==> src/rtl/bpm_divider_sched.sv <==
// Schedules the shared pipelined BPM divider: clamps tempo requests and holds the denominator
// for the whole pipeline latency. Also sanitises the quotient and queues one latest-wins request.
module bpm_divider_sched #(
    parameter int          DIV_LATENCY = 8,
    parameter logic [39:0] NUMERATOR   = 40'd12000000000,
    parameter logic [33:0] BPM_MIN     = 34'd20,
    parameter logic [33:0] BPM_MAX     = 34'd300
) (
    input  logic        i_clk,
    input  logic        i_reset,
    input  logic        i_bpm_req,
    input  logic [33:0] i_bpm_value,
    output logic [39:0] o_div_numer,
    output logic [39:0] o_div_denom,
    input  logic [39:0] i_div_quotient,
    output logic [33:0] o_trigger_value,
    output logic        o_trigger_valid,
    output logic        o_busy,
    output logic        o_range_err
);

    localparam int CNT_W = (DIV_LATENCY > 1) ? $clog2(DIV_LATENCY) : 1;
    localparam logic [CNT_W-1:0] CNT_LOAD = CNT_W'(DIV_LATENCY - 1);

    typedef enum logic [1:0] {
        IDLE    = 2'd0,
        WAIT    = 2'd1,
        CAPTURE = 2'd2
    } state_t;

    state_t             state_reg, state_next;
    logic [CNT_W-1:0]   cnt_reg, cnt_next;
    logic [33:0]        denom_reg, denom_next;
    logic               range_err_reg, range_err_next;
    logic               pend_reg, pend_next;
    logic [33:0]        pend_val_reg, pend_val_next;
    logic               pend_err_reg, pend_err_next;
    logic [33:0]        trig_reg, trig_next;
    logic               valid_reg, valid_next;

    logic [33:0]        req_clamped;
    logic               req_clamp_flag;
    logic [33:0]        quot_clean;

    // Zero lands below BPM_MIN, so the divider never sees a zero denominator.
    always_comb begin
        if (i_bpm_value < BPM_MIN)
            req_clamped = BPM_MIN;
        else if (i_bpm_value > BPM_MAX)
            req_clamped = BPM_MAX;
        else
            req_clamped = i_bpm_value;
        req_clamp_flag = (req_clamped != i_bpm_value);
    end

    // Overflowing or all-ones quotients mean a garbage divide result; report 0 instead.
    assign quot_clean = ((i_div_quotient[39:34] != 6'd0) || (i_div_quotient[33:0] == {34{1'b1}}))
                        ? 34'd0 : i_div_quotient[33:0];

    always_comb begin
        state_next     = state_reg;
        cnt_next       = cnt_reg;
        denom_next     = denom_reg;
        range_err_next = range_err_reg;
        pend_next      = pend_reg;
        pend_val_next  = pend_val_reg;
        pend_err_next  = pend_err_reg;
        trig_next      = trig_reg;
        valid_next     = 1'b0;

        case (state_reg)
            IDLE: begin
                if (i_bpm_req) begin
                    denom_next     = req_clamped;
                    range_err_next = req_clamp_flag;
                    cnt_next       = CNT_LOAD;
                    state_next     = WAIT;
                end
            end
            WAIT: begin
                if (cnt_reg == '0)
                    state_next = CAPTURE;
                else
                    cnt_next = cnt_reg - 1'b1;
                if (i_bpm_req) begin
                    pend_next     = 1'b1;
                    pend_val_next = req_clamped;
                    pend_err_next = req_clamp_flag;
                end
            end
            CAPTURE: begin
                trig_next  = quot_clean;
                valid_next = 1'b1;
                // A fresh request beats the pending one: latest wins.
                if (i_bpm_req) begin
                    denom_next     = req_clamped;
                    range_err_next = req_clamp_flag;
                    cnt_next       = CNT_LOAD;
                    pend_next      = 1'b0;
                    state_next     = WAIT;
                end else if (pend_reg) begin
                    denom_next     = pend_val_reg;
                    range_err_next = pend_err_reg;
                    cnt_next       = CNT_LOAD;
                    pend_next      = 1'b0;
                    state_next     = WAIT;
                end else begin
                    state_next = IDLE;
                end
            end
            default: state_next = IDLE;
        endcase
    end

    always_ff @(posedge i_clk or negedge i_reset) begin
        if (!i_reset) begin
            state_reg     <= IDLE;
            cnt_reg       <= '0;
            denom_reg     <= '0;
            range_err_reg <= 1'b0;
            pend_reg      <= 1'b0;
            pend_val_reg  <= '0;
            pend_err_reg  <= 1'b0;
            trig_reg      <= '0;
            valid_reg     <= 1'b0;
        end else begin
            state_reg     <= state_next;
            cnt_reg       <= cnt_next;
            denom_reg     <= denom_next;
            range_err_reg <= range_err_next;
            pend_reg      <= pend_next;
            pend_val_reg  <= pend_val_next;
            pend_err_reg  <= pend_err_next;
            trig_reg      <= trig_next;
            valid_reg     <= valid_next;
        end
    end

    assign o_div_numer     = NUMERATOR;
    assign o_div_denom     = {6'b0, denom_reg};
    assign o_trigger_value = trig_reg;
    assign o_trigger_valid = valid_reg;
    assign o_busy          = (state_reg != IDLE);
    assign o_range_err     = range_err_reg;

endmodule

==> config.mk <==
export PLATFORM = sky130hd
export DESIGN_NAME = bpm_divider_sched
export DESIGN_NICKNAME = d
export VERILOG_FILES = /design/src/rtl/bpm_divider_sched.sv
export SDC_FILE = /design/constraint.sdc
export NUM_CORES = 1
export LEC_CHECK = 0
export BUFFER_PORTS_ARGS = -buffer_cell sky130_fd_sc_hd__buf_2
export CAP_MARGIN = 20
export CELL_PAD_IN_SITES_DETAIL_PLACEMENT = 1
export CELL_PAD_IN_SITES_GLOBAL_PLACEMENT = 1
export CORE_UTILIZATION = 33
export CTS_CLUSTER_DIAMETER = 30
export CTS_CLUSTER_SIZE = 14
export DETAILED_ROUTE_END_ITERATION = 10
export PLACE_DENSITY_LB_ADDON = 0.15
export SYNTH_ARGS = -nofsm -noshare
export SYNTH_HDL_FRONTEND = slang
export SYNTH_SLANG_ARGS = --single-unit
==> constraint.sdc <==
create_clock -name i_clk -period 1.5 [get_ports i_clk]
set_input_delay 0.075 -clock i_clk [delete_from_list [all_inputs] [get_ports i_clk]]
set_output_delay 0.075 -clock i_clk [all_outputs]
set_load 0.02 [all_outputs]
==> flow_summary.json <==
{
  "yosysSeqAreaShare_pct": 57.9,
  "ys_warn_count": 0,
  "finalHoldViolCount": 0,
  "r2r_slack_ns": -0.14,
  "synth.area.mux_share_pct": 0.886,
  "insertion_delay_ns": 0.35,
  "utilization_pct": 47.5,
  "hold_path.class": "in -> reg",
  "drt_iter0_drc": 223,
  "synth_edf_count": 0,
  "grt_usage_pct": 18.4,
  "synth_area_per_cell_um2": 10.8,
  "cts.sinks": 111,
  "start_util_pct": 34.2,
  "status": "finished with violations",
  "cp_num_buf_inv": 1,
  "synth-simple-area-share_pct": 18.6,
  "end_kind": "flop",
  "htreeDepth": 3,
  "synth_compound_area_share_pct": 11.8,
  "ant_nets": 0,
  "via_per_inst": 4.76,
  "cts_root_buffer": "clkbuf_16",
  "antenna_cells": 0,
  "drv_cap": 0,
  "overflow": 0,
  "clk_pin_slew_worst_paths_ns": 0.07,
  "tightest_slew_ns": 0.582,
  "synth_xor_xnor_area_share_pct": 0,
  "clk_path_buf_depth": 2,
  "cts_buffers": 9,
  "leakagePower_nw": 3.56,
  "setup_viol": 35,
  "core_um2": 14000,
  "required_ns": 1.78,
  "die_h_um": 123,
  "final_common_cell": "buf_2",
  "chipWidth_um": 123,
  "routedWlPerCell_um": 15.1,
  "critPathKind": "reg -> reg",
  "grt_max_degree": 43,
  "netlist_area_um2": 4800,
  "synth_adder_area_share_pct": 0.730,
  "antenna_found_initial": 0,
  "io_pins": 194,
  "slew_headroom_pct": 61.0,
  "synth_async_sr_flop_share_pct": 100,
  "io_buffers": 147,
  "crit_path_start_kind": "flop",
  "layout.nets": 739,
  "placedCellCount": 782,
  "via_count": 4021,
  "layout_min_cycle_time_ns": 1.64,
  "route.detailed.drc": 0,
  "power_density_nw_per_um2": 1170,
  "ys.flop_type": "dfrtp_1",
  "post-route-period-util_pct": 109,
  "dp_hpwl_mm": 9.01,
  "syn_inst": 444,
  "area_growth_pct": 38.8,
  "skew_ns": 0.00766,
  "path_cells": "nand2b_4, or4_4, a31oi_4, buf_6, a22o_1",
  "synth_cell_types": 43,
  "drive_gt1_share_pct": 33.7,
  "slowest_delay_ns": 0.49,
  "irDropWorstVdd_v": 0.000561,
  "wl_mm": 12.8,
  "grt_pass1_vias": 4317,
  "slowest_stage": "or4_4",
  "synth_top_family_by_area": "simple AND/OR/NAND/NOR gates",
  "final_cell_mix": "buf_2, dfrtp_1, nand2_1",
  "setup_ws_ns": -0.142,
  "rows": 43,
  "ys_ff_latch": 111,
  "violations": "negative setup slack",
  "clock.fmax_mhz": 609,
  "dieArea_um2": 15000,
  "final_cells": 845,
  "dr.pass1.iters": 4,
  "grt_pass1_wl_mm": 21.7,
  "path_max_fanout": 14,
  "place_ws_ns": -0.279,
  "arrival_ns": 1.93,
  "rsz0062_at_grt": "yes",
  "globalplace.congestion": 0.787,
  "slew_violations": 0,
  "crit_family": "simple AND/OR/NAND/NOR gates",
  "cts_tree": "yes"
}
==> final cells by class <==
class / count / area [um^2]
fillers: 1599 / 7380
flip-flops and latches: 111 / 2780
multi-input cells: 303 / 1770
repair buffers: 230 / 1540
clock buffers: 12 / 256
well taps: 180 / 225
clock inverters: 4 / 77.6
inverters: 5 / 18.8
==> cells by family after synthesis <==
family | after synthesis
multiplexers | 4
flip-flops | 111
AND/OR/NAND/NOR | 177
AO/OA/AOI/OAI | 73
buffers and inverters | 74
other | 2
adder cells (fa/ha/maj) | 3
==> path summary, 6_finish.rpt <==
check                          startpoint                  end  cells after the start
setup / recovery             state_reg[0]  o_trigger_value[22]                      5
hold / removal             i_bpm_value[1]         denom_reg[1]                      2
setup reg to reg             state_reg[0]  o_trigger_value[22]                      5
hold reg to reg             denom_reg[14]        denom_reg[14]                      2
max in group asynchronous         i_reset        denom_reg[15]                      3
min in group asynchronous         i_reset           cnt_reg[0]                      2
==> Yosys cell counts (all sizes together), types with 2 or more instances <==
master	number	share of area, %
a211o	2	0.37
a21oi	6	0.63
a22o	35	6.4
a31o	7	1.3
and2	29	3.8
buf	56	8.6
clkbuf	13	1.0
conb	2	0.16
dfrtp	111	58
ha	2	0.52
inv	5	0.39
mux2	2	0.47
mux2i	2	0.42
nand2	67	5.2
nand2b	3	0.39
nand3	28	2.9
nand4	9	1.2
nor2	12	0.94
nor2b	2	0.26
nor3	4	0.42
nor3b	3	0.47
nor4	11	1.4
o211ai	3	0.47
o21ai	15	1.6
or2	2	0.26
or3	2	0.26
or4	2	0.39
==> metal layers <==
layer  global-route usage (%)  wire length [um]  vias to the layer above
met5                        0                 0                        -
met4                     5.95               259                        0
met3                     3.39               591                       17
met2                     31.3              6310                      129
met1                     23.7              5640                     1992
li1                         -                 -                     1883
==> power by group <==
group	leakage, nW	internal [W]	switching [W]
Clock	0.163	0.00156	0.00108
Sequential	1.49	0.00318	0.000124
Combinational	1.91	0.000776	0.00106
Total	3.56	0.00552	0.00226
==> through the flow <==
step | total power (W) | setup TNS [ns] | cell area (um^2) | hold WS, ns
after floorplan | 0.00430 | -4.44 | 4960 | -0.221
after global placement | 0.00495 | -10.64 | 5820 | -0.0170
after detailed placement | 0.00500 | -11.96 | 5820 | -0.0140
after CTS | 0.00782 | -5.15 | 6610 | 0.00145
after global routing | 0.00819 | -6.88 | 6660 | 0.0120
final | 0.00778 | -4.06 | 6660 | 0.0152
==> what timing repair did <==
item / 4_1_cts / 5_1_grt
endpoints found under the hold margin: 146 / 0
gates resized for setup: 12 / 8
pin swaps: 1 / 2
hold buffers: 37 / 0
cloned: 1 / 1
setup buffers: 2 / 8
setup endpoints to repair: 93 / 95
No activity file was read; power rests on OpenSTA's default activity.
